## src/rtl/multicycle_control.sv

```systemverilog
`default_nettype none
// ============================================================================
//  Module   : multicycle_control
//  Purpose  : Main control FSM of the multicycle MIPS datapath. Sequences
//             each instruction through FETCH / DECODE / execute / writeback
//             states and emits Moore-style datapath enables. The ALUOp pair
//             {aluOP1, aluOP2} feeds the downstream ALU control decoder.
//  Ports    :
//    clk            in   1  rising-edge clock
//    reset          in   1  asynchronous, active-high reset
//    opcode         in   6  IR[31:26], stable from DECODE to instruction end
//    pcWrite        out  1  unconditional PC load
//    pcWriteCond    out  1  PC load if ALU zero (BEQ)
//    pcWriteCondNe  out  1  PC load if ALU not zero (BNE)
//    iorD           out  1  memory address select: 0=PC, 1=ALUOut
//    memRead        out  1  memory read strobe
//    memWrite       out  1  memory write strobe
//    irWrite        out  1  instruction register load
//    memToReg       out  1  regfile write data: 0=ALUOut, 1=MDR
//    regDst         out  1  regfile destination: 0=rt, 1=rd
//    regWrite       out  1  regfile write enable
//    aluSrcA        out  1  ALU A: 0=PC, 1=A register
//    aluSrcB        out  2  ALU B: 00=B, 01=4, 10=imm, 11=imm<<2
//    pcSource       out  2  PC input: 00=ALU, 01=ALUOut, 10=jump target
//    aluOP1/aluOP2  out  1  ALUOp: 00 add, 01 sub, 10 funct field
//    instrDone      out  1  pulse in the last state of each instruction
//    illegalOp      out  1  pulse in DECODE when the opcode is unknown
//    state          out  4  current state (debug)
//  Revision : 1.0  initial release
// ============================================================================
module multicycle_control #(
    parameter logic [5:0] OP_R    = 6'b000000,
    parameter logic [5:0] OP_LW   = 6'b100011,
    parameter logic [5:0] OP_SW   = 6'b101011,
    parameter logic [5:0] OP_BEQ  = 6'b000100,
    parameter logic [5:0] OP_BNE  = 6'b000101,
    parameter logic [5:0] OP_J    = 6'b000010,
    parameter logic [5:0] OP_ADDI = 6'b001000
) (
    input  logic       clk,
    input  logic       reset,
    input  logic [5:0] opcode,
    output logic       pcWrite,
    output logic       pcWriteCond,
    output logic       pcWriteCondNe,
    output logic       iorD,
    output logic       memRead,
    output logic       memWrite,
    output logic       irWrite,
    output logic       memToReg,
    output logic       regDst,
    output logic       regWrite,
    output logic       aluSrcA,
    output logic [1:0] aluSrcB,
    output logic [1:0] pcSource,
    output logic       aluOP1,
    output logic       aluOP2,
    output logic       instrDone,
    output logic       illegalOp,
    output logic [3:0] state
);

    typedef enum logic [3:0] {
        S_FETCH  = 4'd0,
        S_DECODE = 4'd1,
        S_MEMADR = 4'd2,
        S_MEMRD  = 4'd3,
        S_MEMWB  = 4'd4,
        S_MEMWR  = 4'd5,
        S_EXEC   = 4'd6,
        S_ALUWB  = 4'd7,
        S_BRANCH = 4'd8,
        S_JUMP   = 4'd9,
        S_ADDIEX = 4'd10,
        S_ADDIWB = 4'd11
    } state_t;

    localparam logic [1:0] ALUOP_ADD   = 2'b00;
    localparam logic [1:0] ALUOP_SUB   = 2'b01;
    localparam logic [1:0] ALUOP_FUNCT = 2'b10;

    state_t     state_q;
    state_t     state_d;
    logic       isbne_q;
    logic       isbne_d;
    logic       opcode_legal;
    logic [1:0] aluop;

    assign opcode_legal = (opcode == OP_R)   || (opcode == OP_LW)  ||
                          (opcode == OP_SW)  || (opcode == OP_BEQ) ||
                          (opcode == OP_BNE) || (opcode == OP_J)   ||
                          (opcode == OP_ADDI);

    // ------------------------------------------------------------------
    // Next-state logic. isBne is captured in DECODE so BRANCH can pick
    // the zero / not-zero PC condition from state alone.
    // ------------------------------------------------------------------
    always_comb begin
        state_d = S_FETCH;
        isbne_d = isbne_q;
        case (state_q)
            S_FETCH: begin
                state_d = S_DECODE;
            end
            S_DECODE: begin
                isbne_d = (opcode == OP_BNE);
                if ((opcode == OP_LW) || (opcode == OP_SW)) begin
                    state_d = S_MEMADR;
                end else if (opcode == OP_R) begin
                    state_d = S_EXEC;
                end else if ((opcode == OP_BEQ) || (opcode == OP_BNE)) begin
                    state_d = S_BRANCH;
                end else if (opcode == OP_J) begin
                    state_d = S_JUMP;
                end else if (opcode == OP_ADDI) begin
                    state_d = S_ADDIEX;
                end else begin
                    state_d = S_FETCH;
                end
            end
            S_MEMADR: begin
                state_d = (opcode == OP_SW) ? S_MEMWR : S_MEMRD;
            end
            S_MEMRD: begin
                state_d = S_MEMWB;
            end
            S_EXEC: begin
                state_d = S_ALUWB;
            end
            S_ADDIEX: begin
                state_d = S_ADDIWB;
            end
            // Terminal states and the unreachable codes 12-15 return to FETCH.
            default: begin
                state_d = S_FETCH;
            end
        endcase
    end

    always_ff @(posedge clk or posedge reset) begin
        if (reset) begin
            state_q <= S_FETCH;
            isbne_q <= 1'b0;
        end else begin
            state_q <= state_d;
            isbne_q <= isbne_d;
        end
    end

    // ------------------------------------------------------------------
    // Moore output decode. Gated by reset so that every enable drops the
    // moment reset rises, even though the state register itself reads
    // FETCH during reset.
    // ------------------------------------------------------------------
    always_comb begin
        pcWrite       = 1'b0;
        pcWriteCond   = 1'b0;
        pcWriteCondNe = 1'b0;
        iorD          = 1'b0;
        memRead       = 1'b0;
        memWrite      = 1'b0;
        irWrite       = 1'b0;
        memToReg      = 1'b0;
        regDst        = 1'b0;
        regWrite      = 1'b0;
        aluSrcA       = 1'b0;
        aluSrcB       = 2'b00;
        pcSource      = 2'b00;
        aluop         = ALUOP_ADD;
        instrDone     = 1'b0;
        illegalOp     = 1'b0;
        if (!reset) begin
            case (state_q)
                S_FETCH: begin
                    memRead = 1'b1;
                    irWrite = 1'b1;
                    pcWrite = 1'b1;
                    aluSrcB = 2'b01;
                end
                S_DECODE: begin
                    // Branch target precomputed into ALUOut: PC + (imm << 2).
                    aluSrcB   = 2'b11;
                    illegalOp = !opcode_legal;
                end
                S_MEMADR: begin
                    aluSrcA = 1'b1;
                    aluSrcB = 2'b10;
                end
                S_MEMRD: begin
                    memRead = 1'b1;
                    iorD    = 1'b1;
                end
                S_MEMWB: begin
                    regWrite  = 1'b1;
                    memToReg  = 1'b1;
                    instrDone = 1'b1;
                end
                S_MEMWR: begin
                    memWrite  = 1'b1;
                    iorD      = 1'b1;
                    instrDone = 1'b1;
                end
                S_EXEC: begin
                    aluSrcA = 1'b1;
                    aluop   = ALUOP_FUNCT;
                end
                S_ALUWB: begin
                    regWrite  = 1'b1;
                    regDst    = 1'b1;
                    instrDone = 1'b1;
                end
                S_BRANCH: begin
                    aluSrcA       = 1'b1;
                    aluop         = ALUOP_SUB;
                    pcSource      = 2'b01;
                    pcWriteCond   = !isbne_q;
                    pcWriteCondNe = isbne_q;
                    instrDone     = 1'b1;
                end
                S_JUMP: begin
                    pcWrite   = 1'b1;
                    pcSource  = 2'b10;
                    instrDone = 1'b1;
                end
                S_ADDIEX: begin
                    aluSrcA = 1'b1;
                    aluSrcB = 2'b10;
                end
                S_ADDIWB: begin
                    regWrite  = 1'b1;
                    instrDone = 1'b1;
                end
                default: begin
                end
            endcase
        end
    end

    assign aluOP1 = aluop[1];
    assign aluOP2 = aluop[0];
    assign state  = state_q;

endmodule
`default_nettype wire

```

## config.mk

```make
export PLATFORM = sky130hd
export DESIGN_NAME = multicycle_control
export DESIGN_NICKNAME = d
export VERILOG_FILES = /design/src/rtl/multicycle_control.sv
export SDC_FILE = /design/constraint.sdc
export NUM_CORES = 1
export LEC_CHECK = 0
export CORE_MARGIN = 1.5
export CORE_UTILIZATION = 34
export CTS_CLUSTER_SIZE = 20
export DETAILED_ROUTE_END_ITERATION = 8
export PLACE_DENSITY = 0.75
export SLEW_MARGIN = 20
export SYNTH_ARGS = -nofsm -noshare
export SYNTH_HDL_FRONTEND = slang
export SYNTH_SLANG_ARGS = --single-unit
```

## constraint.sdc

```tcl
create_clock -name clk -period 2 [get_ports clk]
set_clock_uncertainty 0.1 [all_clocks]
set_input_delay 0.4 -clock clk [delete_from_list [all_inputs] [get_ports clk]]
set_output_delay 0.4 -clock clk [all_outputs]
set_load 0.01 [all_outputs]
```

Word-level counts from Yosys, hierarchy flattened
Cells that the tools add are included.
{"block": "word_totals", "rom_bits": 0, "regBits": 5, "out_inout_bits": 23, "memories": 0, "latchBits": 0, "mem_bits_rw": 0}
{"block": "classes", "shift": 0, "multipliers": 0, "n_reduce_logical": 19, "n_mux": 39, "div_mod_pow": 0, "order_cmp": 0, "bitwise_logic": 0, "n_addsub": 0, "eq_ne": 17}
{"operator": "$mux W1", "count": 26}
{"operator": "$pmux W4 S6", "count": 1}
{"operator": "$mux W4", "count": 5}
{"operator": "$eq A4 B3 Y1 const B", "count": 4}
{"operator": "$eq A4 B4 Y1 const B", "count": 4}
{"operator": "$eq A6 B3 Y1 const B", "count": 2}
{"operator": "$eq A6 B6 Y1 const B", "count": 2}
{"operator": "$eq A4 B2 Y1 const B", "count": 2}
{"operator": "$logic_or A1 B1 Y1", "count": 8}
{"operator": "$pmux W2 S2", "count": 2}
{"operator": "$reduce_or A2 Y1", "count": 4}
{"operator": "$eq A6 B2 Y1 const B", "count": 1}
{"operator": "$eq A6 B4 Y1 const B", "count": 1}
{"operator": "$logic_not A6 Y1", "count": 1}
{"operator": "$mux W2", "count": 3}
{"operator": "$pmux W2 S3", "count": 1}
{"operator": "$reduce_or A6 Y1", "count": 1}
{"operator": "$eq A4 B1 Y1 const B", "count": 1}
{"operator": "$logic_not A4 Y1", "count": 1}
{"operator": "$reduce_or A4 Y1", "count": 1}
{"operator": "$mux W3", "count": 1}
{"operator": "$reduce_or A3 Y1", "count": 1}
{"operator": "$logic_not A1 Y1", "count": 2}

Depth between registers and ports, before layout
Gate-level depths: netlist of run 1.
{"block": "logic_depth", "depth_word": 10, "ltp_mapped": 4}

Worst setup path before layout of run 1
OpenSTA, ideal clock, no wires.
{"block": "synth_path", "kind": "input-to-output", "start": "input port opcode[1]", "end": "output port illegalOp", "slack_ns": -0.071, "required_ns": 1.500, "arrival_ns": 1.571, "stages": 4, "path_cell_list": "buf_6 > or4_4 > or3_1 > and4b_1"}
{"block": "synth_between", "elab_chain_len": 10, "word_cells_on_any_way": 16}
{"element": "from (decl)", "line_no": "42", "text": "input logic [5:0] opcode,"}
{"element": "$eq A6 B6 Y1 or $logic_not A6 Y1 (tied branches)", "line_no": "89", "text": "assign opcode_legal = (opcode == OP_R) || (opcode == OP_LW) ||"}
{"element": "$logic_or A1 B1 Y1 (2 in a row)", "line_no": "89"}
{"element": "$logic_or A1 B1 Y1 (2 in a row)", "line_no": "90", "text": "(opcode == OP_SW) || (opcode == OP_BEQ) ||"}
{"element": "$logic_or A1 B1 Y1", "line_no": "91", "text": "(opcode == OP_BNE) || (opcode == OP_J) ||"}
{"element": "$logic_or A1 B1 Y1 (*)", "line_no": "91"}
{"element": "$logic_not A1 Y1 (*)", "line_no": "183", "text": "illegalOp = !opcode_legal;"}
{"element": "$mux W1 (*)", "line_no": "173", "text": "case (state_q)"}
{"element": "$mux W1 (*)", "line_no": "172", "text": "if (!reset) begin"}
{"element": "to (decl)", "line_no": "59", "text": "output logic illegalOp,"}
Every way passes the cells marked *; elsewhere a longest branch is shown, timed or not.

Worst setup path in the final report of run 1
{"block": "layout_path", "start": "register state_q[1], in the netlist state[1]", "end": "output port illegalOp"}
{"block": "layout_between", "elab_chain_len": 3}
{"element": "from (decl)", "line_no": "82", "text": "state_t state_q;"}
{"element": "from (signal assigned)", "line_no": "145", "text": "state_q <= state_d;"}
{"element": "$eq A4 B1 Y1", "line_no": "173"}
{"element": "$mux W1", "line_no": "173"}
{"element": "$mux W1", "line_no": "172"}
Every way passes these cells.

==> results of run 1 <==
-- layer usage --
layer,share of wire,vias up,wire length (um),GRT usage
li1,-,387,-,-
met1,0.41,391,900,0.290
met2,0.55,22,1210,0.453
met3,0.034,0,75,0.0250
met4,0,0,0,0.0606
met5,0,-,0,0
-- worst max-delay path: cells and delay by family (launching register included) --
| family | cells | cell delay (ns) |
|---|---|---|
| DFF | 1 | 0.37 |
| and+or+nand+nor | 2 | 0.78 |
| AOI/OAI and AO/OA | 1 | 0.20 |
| buffers and inverters | 1 | 0.13 |
-- power by group --
part / switching [mW] / total (mW) / internal (mW)
clock network: 0.0371 / 0.112 / 0.0751
logic: 0.275 / 0.575 / 0.300
registers: 0.0130 / 0.132 / 0.119
-- through the flow --
stage	instances	total power, mW
after floorplan	74	0.392
after detailed placement	136	0.659
after global routing	143	0.878
after CTS	143	0.790
after global placement	136	0.650
final	143	0.819
-- flip-flops by register name, summed over array words and instances, names as in the netlist --
| signal | cells |
|---|---|
| state | 4 |
| isbne_q | 1 |
-- final cells by class --
cell class | count | share of cell area
clock buffer | 4 | 0.0234
inverter | 2 | 0.00668
multi-input combinational | 60 | 0.463
sequential | 5 | 0.111
tap | 16 | 0.0178
timing repair buffer | 56 | 0.378
-- worst max path at each step --
stage,start,to,cells past startpoint
floorplan,state[1],illegalOp,4
global placement,opcode[4],illegalOp,5
detailed placement,opcode[4],illegalOp,5
CTS,state[3],illegalOp,4
global route,state[1],illegalOp,4
finish,state[1],illegalOp,4
-- kinds of logic after synthesis --
family,count (synthesis)
AO/OA/AOI/OAI,15
XOR/XNOR,2
adder cells (fa/ha/maj),1
buffers and inverters,9
flip-flops,5
AND/OR/NAND/NOR,42
-- cell usage in the layout (no fill, tap or decap), types with 3 or more instances in the layout --
master	count
nor3_1	5
clkdlybuf4s50_1	4
clkbuf_2	3
buf_4	23
nand2b_4	3
a21oi_1	3
clkbuf_4	3
dfrtp_1	5
dlygate4sd2_1	4
buf_6	6
buf_2	13
nor2_1	5
-- timing repair --
| item | in CTS | in global routing |
|---|---|---|
| setup buffers | 3 | 2 |
| endpoints found under the hold margin | 0 | 0 |
| pin swaps | 7 | 6 |
| resized for setup | 91 | 26 |
| setup endpoints to repair | 19 | 15 |
==> metrics.md, run 1 <==
| Metric | Value |
|---|---|
| Run status | finished with violations |
| Failing checks | setup timing |
| Initial Util | 0.369 |
| Mux contribution to synthesized area | 0 |
| Multi-input gate area | 520 um^2 |
| Htree depth | 1 |
| Vias per inst | 5.59 |
| Leak | 0.514 nW |
| Num rows | 14 |
| Clk sinks | 5 |
| Layout filler cell count | 125 |
| Worst skew pair latency | 0.24 ns |
| YS warnings | 0 |
| Mapped Area | 568 um^2 |
| Cts hold-fix bufs | 0 |
| Fin util | 0.729 |
| Cts bufs inserted | 3 |
| CP cell instances | or4b_4 > a21o_4 > and4b_1 > buf_2 |
| Hold crit path type | input pin to async pin |
| Drt drc | 0 |
| EDFF count, synth | 0 |
| Slowest CP cell | or4b_4 |
| Placed cell areas | 1020 um^2 |
| Compound-gate portion of the synthesized area | 0.192 |
| Syn nets | 82 |
| Area grow syn2layout | 97.8% |
| Yosys cell types | 38 |
| Detailed Routing Iterations Pass 1 | 4 |
| First-pass GRT wire length | 3510 um |
| Synth Flop Type | dfrtp_1 |
| Clk pin slew, worst setup/hold paths | 0.04 ns |
| Worst setup SP type | flop |
| Layout cells sized above 1 | 0.543 |
| Count leader, synth | nor3_1 |
| FF+latch area | 125 um^2 |
| Fraction of registers with async set/reset | 1.00 |
| Final worst path period need | 2.22 ns |
| Reg2reg end | state[3] |
| WHS | 0.432 ns |
| Max Cap Viol | 0 |
| WL/cell | 15.3 um |
| Nets@finish | 136 |
| # diodes | 0 |
| CP Data Arrival Time | 1.72 ns |
| R2R Setup Slk | 0.36 ns |
| Area contributors post-synth | dfrtp_1, nor3_1, nand2b_1 |
| Peak VDD IR | 415 uV |
| Vias in the first global route | 787 |
| Placer Congestion | 0.792 |
| GRT Total Usage | 0.242 |
| Finish-stage setup viols | 4 |
| Drt initial violations | 14 |
| Clock Tree Root | clkbuf_4 |
| Post-Synthesis Cells | 74 |
| WP data required | 1.50 ns |
| Total negative setup slack | -0.266 ns |
| Worst Setup Path Type | flop to output pin |
| R2R depth | 3 |
| Yosys reg bits | 5 |
| Final worst slack | -0.218 ns |
| Core Region | 1540 um^2 |
| Critical Path End Type | output pin |
| DR vias | 800 |
| Initial antenna violation count | 0 |
| Synth top area share | 0.220 |
| CP max stage delay | 0.55 ns |
| Avg Inst Size Synth | 7.68 um^2 |
| Reg2reg start | state[1] |
| Design area | 1120 um^2 |
| Fmax | 451 MHz |
| Gr ovfl total | 0 |
| PwrDens | 729 nW/um^2 |
| Post-synthesis xor/xnor area fraction | 0.0308 |
| CTS tree | done |
| CP Max Fanout | 2 |
| Io pins | 31 |
| Cell taking the most area after synthesis | dfrtp_1 |
| Drt total wl | 2180 um |
| PortBufs | 30 |
| Dominant combinational cell family by area after synthesis | simple AND/OR/NAND/NOR gates |
| Synth top cells by count | nor3_1, nor2_1, dfrtp_1, nand2b_1, a21oi_1 |
| Die Area | 1930 um^2 |
| RSZ-0062 raised after global routing | yes |
| Post-detail-place hpwl | 1540 um |
| Slew margin rel. | 0.736 |
| Slew Viols, Final | 0 |
| Synth Area in Adders | 0.0176 |
| Post-route clock period utilization | 1.11 |
| Worst-Margin Slew | 0.396 ns |
| Pin count of the biggest net entering global routing | 13 |
| Chip Height | 43.9 um |
| Hold Fails Final Rpt | 0 |
| Sequential-to-total area share from yosys stat | 0.220 |
| DRT antenna net count | 0 |
| DIE WIDTH | 43.9 um |
| Synth Area in Simple Gates | 0.458 |
| Clock Tree Buf Depth | 2 |
| DP Worst Slack | -0.891 ns |
Power figures use the tool's default switching activity.
==> run 2: changes to the inputs <==
Settings changed: CORE_MARGIN 1.5 to 2, RECOVER_POWER set to 50, SLEW_MARGIN 20 to unset.
==> metrics.md, run 2 (synthesis gave the netlist of run 1 again) <==
| Metric | Value |
|---|---|
| Run status | finished with violations |
| Failing checks | setup timing |
| Pin count of the biggest net entering global routing | 13 (unchanged) |
| Post-route clock period utilization | 1.11 (+0.00556) |
| Htree depth | 1 (unchanged) |
| DRT antenna net count | 0 (unchanged) |
| Max Cap Viol | 0 (unchanged) |
| Worst Setup Path Type | flop to output pin |
| Chip Height | 44.9 um (+2.3%) |
| R2R depth | 3 (unchanged) |
| Final worst path period need | 2.23 ns (+0.0111 ns) |
| GRT Total Usage | 0.248 (+0.00538) |
| Cts hold-fix bufs | 0 (unchanged) |
| Worst skew pair latency | 0.23 ns (about the same) |
| WHS | 0.443 ns (+0.0106 ns) |
| WL/cell | 15.1 um (-0.77%) |
| Io pins | 31 (unchanged) |
| Clock Tree Buf Depth | 2 (unchanged) |
| Initial Util | 0.369 (unchanged) |
| CP Max Fanout | 2 (unchanged) |
| Finish-stage setup viols | 3 (-1) |
| Layout cells sized above 1 | 0.492 (-0.0509) |
| Cts bufs inserted | 3 (unchanged) |
| Die Area | 2010 um^2 (+4.6%) |
| Critical Path End Type | output pin |
| Slew Viols, Final | 0 (unchanged) |
| # diodes | 0 (unchanged) |
| DIE WIDTH | 44.9 um (+2.3%) |
| Slowest CP cell | or4b_4 |
| Slew margin rel. | 0.633 (-0.103) |
| Clock Tree Root | clkbuf_4 |
| Vias per inst | 5.64 (+0.85%) |
| DR vias | 835 (+4.4%) |
| Vias in the first global route | 859 (+9.1%) |
| Num rows | 14 (unchanged) |
| Max FFs per register | 4 (unchanged) |
| Fin cells | 148 (+3.5%) |
| Area grow syn2layout | 98.5% |
| Most frequent cells in the layout | buf_4, buf_2, dlygate4sd2_1 |
| RSZ-0062 raised after global routing | yes |
| Clk pin slew, worst setup/hold paths | 0.04 ns (about the same) |
| Layout filler cell count | 127 (+1.6%) |
| PortBufs | 30 (unchanged) |
| CP cell instances | or4b_4 > a21o_4 > and4b_1 > buf_2 |
| CP Data Arrival Time | 1.73 ns (about the same) |
| Nets@finish | 141 (+3.7%) |
| Fmax | 449 MHz (-0.50%) |
| Leak | 0.529 nW (+2.9%) |
| Gr ovfl total | 0 (unchanged) |
| Drt initial violations | 10 (-4) |
| Worst-Margin Slew | 0.550 ns (+0.154 ns) |
| CP max stage delay | 0.56 ns (about the same) |
| WP data required | 1.50 ns (about the same) |
| Final worst slack | -0.229 ns (-0.0111 ns) |
| Placer Congestion | 0.802 (+1.3%) |
| PwrDens | 767 nW/um^2 (+5.2%) |
| Fin util | 0.731 (+0.00243) |
| Most common cell after layout, fill and taps aside | buf_4 |
| Drt drc | 0 (unchanged) |
| Drt total wl | 2240 um (+2.7%) |
| Clk sinks | 5 (unchanged) |
| Post-detail-place hpwl | 1450 um (-5.6%) |
| CTS tree | done |
| Initial antenna violation count | 0 (unchanged) |
| Peak VDD IR | 420 uV (+1.3%) |
| Worst setup SP type | flop |
| First-pass GRT wire length | 3740 um (+6.7%) |
| Detailed Routing Iterations Pass 1 | 4 (unchanged) |
| Hold crit path type | flop to flop |
| Core Region | 1540 um^2 (unchanged) |
| WHS Path Cells | 1 |
| Placed cells | 136 (unchanged) |
| Hold Fails Final Rpt | 0 (unchanged) |
-- run 2: cell types whose count changed in the layout (fill, tap and decap cells not counted), sizes merged --
cell           change
dlygate4sd1        -1
clkdlybuf4s15      +1
clkbuf             +1
dlygate4sd2        +4
-- run 2: stage by stage --
stage	setup slack, ns	instance area, um^2	power (mW)	TNS, ns
floorplan	-0.0308	574	0.392	-0.0308
global placement	-0.877	1020	0.649	-6.27
finish	-0.229	1130	0.865	-0.366
detailed placement	-0.896	1020	0.657	-6.61
CTS	-0.235	1120	0.839	-0.261
global route	-0.275	1130	0.920	-0.979
-- run 2: layout make-up --
type / count / area [um^2] / area share
sequential: 5 / 125 / 0.111
inverter: 2 / 7.51 / 0.00666
timing repair buffer: 61 / 459 / 0.407
clock buffer: 4 / 26.3 / 0.0233
multi-input combinational: 60 / 489 / 0.434
tap: 16 / 20.0 / 0.0178
-- run 2: routing by layer --
layer	GRT usage	up-vias	wire length [um]
met3	0.0240	2	80
met2	0.449	23	1240
met5	0	-	0
met1	0.301	408	917
met4	0.0882	0	10
li1	-	402	-
-- run 2: critical path: cells and delay by family, from the launching register on --
family | cells | cell delay [ns]
compound gates | 1 | 0.20
buf+inv | 1 | 0.13
flops | 1 | 0.37
simple gates | 2 | 0.80
-- run 2: path summary, 6_finish.rpt --
path | from | end | slack, ns
max | state[1] | illegalOp | -0.23
min | isbne_q | isbne_q | 0.44
max reg2reg | state[1] | state[3] | 0.40
min reg2reg | isbne_q | isbne_q | 0.44
max in group asynchronous | reset | isbne_q | 0.97
min in group asynchronous | reset | state[3] | 0.62
-- run 2: timing repair --
action / 4_1_cts / 5_1_grt
pin swaps: 6 / 2
buffers inserted: 7 / 2
endpoints found under the setup margin: 19 / 14
cloned: 1 / 0
gates resized for setup: 85 / 15
-- run 2: where the power goes --
group          switching [mW]  total, mW  internal [mW]
clock                  0.0367      0.112         0.0751
combinational           0.285      0.620          0.335
sequential             0.0140      0.133          0.119
==> run 3: changes to the inputs <==
Settings changed: SKIP_CTS_REPAIR_TIMING set to 1.
==> metrics.md, run 3 (synthesis gave the netlist of run 1 again) <==
| Metric | Value |
|---|---|
| RSZ-0062 raised after global routing | yes |
| PortBufs | 30 (unchanged) |
| Critical Path End Type | output pin |
| CP cell instances | dlymetal6s2s_1 > or4_4 > or3_4 > and4b_1 > buf_2 |
| Io pins | 31 (unchanged) |
| Peak VDD IR | 355 uV (-16%) |
| Final Power | 808 uW (-6.6%) |
| Design area | 1150 um^2 (+2.3%) |
| Finish-stage setup viols | 2 (-1) |
| NetSw | 308 uW (-8.1%) |
| Num rows | 14 (unchanged) |
| Worst skew pair latency | 0.23 ns (about the same) |
| CP max stage delay | 0.53 ns (-0.03 ns) |
| Fin util | 0.748 (+0.0170) |
| Drt drc | 0 (unchanged) |
| Multi-input gate area | 472 um^2 (-3.6%) |
| WL/cell | 14.5 um (-4.4%) |
| GRT Total Usage | 0.201 (-0.0460) |
| Failing checks | setup timing |
| Nets@finish | 137 (-2.8%) |
| Max FFs per register | 4 (unchanged) |
| Vias in the first global route | 683 (-20%) |
| WP data required | 1.50 ns (about the same) |
| Area grow syn2layout | 103% |
| DIE WIDTH | 44.9 um (unchanged) |
| Run status | finished with violations |
| Clock Power Share | 0.140 (+0.011) |
| Total negative setup slack | -0.293 ns (+0.0725 ns) |
| First-pass GRT wire length | 3080 um (-18%) |
| Pin count of the biggest net entering global routing | 14 (+1) |
| Most common cell after layout, fill and taps aside | buf_4 |
| WHS | 0.454 ns (+0.0111 ns) |
| Net Sw Frac | 0.382 (-0.00614) |
| WHS Path Cells | 1 (unchanged) |
| Gr ovfl total | 0 (unchanged) |
| Drt initial violations | 9 (-1) |
| Initial antenna violation count | 0 (unchanged) |
| Layout filler cell count | 125 (-1.6%) |
| DRT antenna net count | 0 (unchanged) |
| Most frequent cells in the layout | buf_4, dlymetal6s2s_1, nor3_1, buf_2 |
| CTS tree | done |
| Final worst path period need | 2.27 ns (+0.0456 ns) |
| PwrDens | 700 nW/um^2 (-8.8%) |
| Slew margin rel. | 0.757 (+0.124) |
| WP buf/inv | 2 (+1) |
| Clk sinks | 5 (unchanged) |
| Hold crit path type | flop to flop |
| Worst Setup Path Type | input pin to output pin |
| CP Max Fanout | 2 (unchanged) |
| Layout cells sized above 1 | 0.438 (-0.0549) |
| Sequential Power Share | 0.161 (+0.007) |
| Fin cells | 144 (-2.7%) |
| Htree depth | 1 (unchanged) |
| Slew Viols, Final | 0 (unchanged) |
| Die Area | 2010 um^2 (unchanged) |
| Placed cell areas | 1020 um^2 (unchanged) |
| Core Region | 1540 um^2 (unchanged) |
| Clock Tree Buf Depth | 2 (unchanged) |
| Cts bufs inserted | 3 (unchanged) |
| Drt total wl | 2090 um (-7.0%) |
| CP top delay family | simple AND/OR/NAND/NOR gates |
| FF+latch area | 125 um^2 (unchanged) |
| Hold Fails Final Rpt | 0 (unchanged) |
| Clk pin slew, worst setup/hold paths | 0.04 ns (about the same) |
| Detailed Routing Iterations Pass 1 | 4 (unchanged) |
| Clock Tree Root | clkbuf_4 |
| DP Worst Slack | -0.896 ns (unchanged) |
| # diodes | 0 (unchanged) |
| Placed cells | 136 (unchanged) |
| Post-detail-place hpwl | 1450 um (unchanged) |
| Worst setup SP type | input pin |
| Chip Height | 44.9 um (unchanged) |
| DR vias | 799 (-4.3%) |
| Fmax | 440 MHz (-2.0%) |
| Initial Util | 0.369 (unchanged) |
| Post-route clock period utilization | 1.14 (+0.0228) |
| Slowest CP cell | or4_4 |
| Worst-Margin Slew | 0.363 ns (-0.187 ns) |
| Placer Congestion | 0.802 (unchanged) |
| CP Data Arrival Time | 1.77 ns (+0.04 ns) |
| Max Cap Viol | 0 (unchanged) |
| R2R depth | 3 (unchanged) |
| Logic pwr share | 0.699 (-0.018) |
| WP depth | 5 (+1) |
| Internal power | 499 uW (-5.7%) |
| Final worst slack | -0.274 ns (-0.0456 ns) |
| Vias per inst | 5.55 (-1.7%) |
| Leak | 0.670 nW (+27%) |
[run 3: cell count changes in the layout (fill, tap and decap cells not counted), sizes merged]
cell,delta
clkdlybuf4s15,-3
dlymetal6s2s,+14
clkdlybuf4s25,+1
buf,-7
clkbuf,-1
dlygate4sd2,-8
[run 3: final cells by class]
class	count	share of cell area
multi-input combinational	60	0.409
tap	16	0.0174
timing repair buffer	57	0.436
clock buffer	4	0.0228
sequential	5	0.108
inverter	2	0.00651
[run 3: worst paths after layout]
path / endpoint / start / slack (ns)
max reg2reg: state[3] / state[1] / 0.39
min: isbne_q / isbne_q / 0.45
min in group asynchronous: state[1] / reset / 0.46
max in group asynchronous: state[3] / reset / 1.14
max: illegalOp / opcode[5] / -0.27
min reg2reg: isbne_q / isbne_q / 0.45
[run 3: worst reg2reg max path: cells and delay by family (launching register included)]
family	cells	cell delay, ns
AOI/OAI and AO/OA	2	0.46
DFF	1	0.37
and+or+nand+nor	1	0.55
[run 3: power by group through the flow]
stage	Combinational [mW]	Clock [mW]	Sequential, mW
after floorplan	0.251	0	0.140
after global placement	0.521	0	0.128
after detailed placement	0.528	0	0.129
after CTS	0.530	0.116	0.127
after global routing	0.605	0.128	0.134
final	0.565	0.113	0.130
[run 3: per-layer routing]
layer | GRT usage | vias to the layer above | part of all wire
li1 | - | 386 | -
met1 | 0.276 | 389 | 0.42
met2 | 0.328 | 18 | 0.53
met3 | 0.0240 | 6 | 0.030
met4 | 0.0706 | 0 | 0.020
met5 | 0 | - | 0
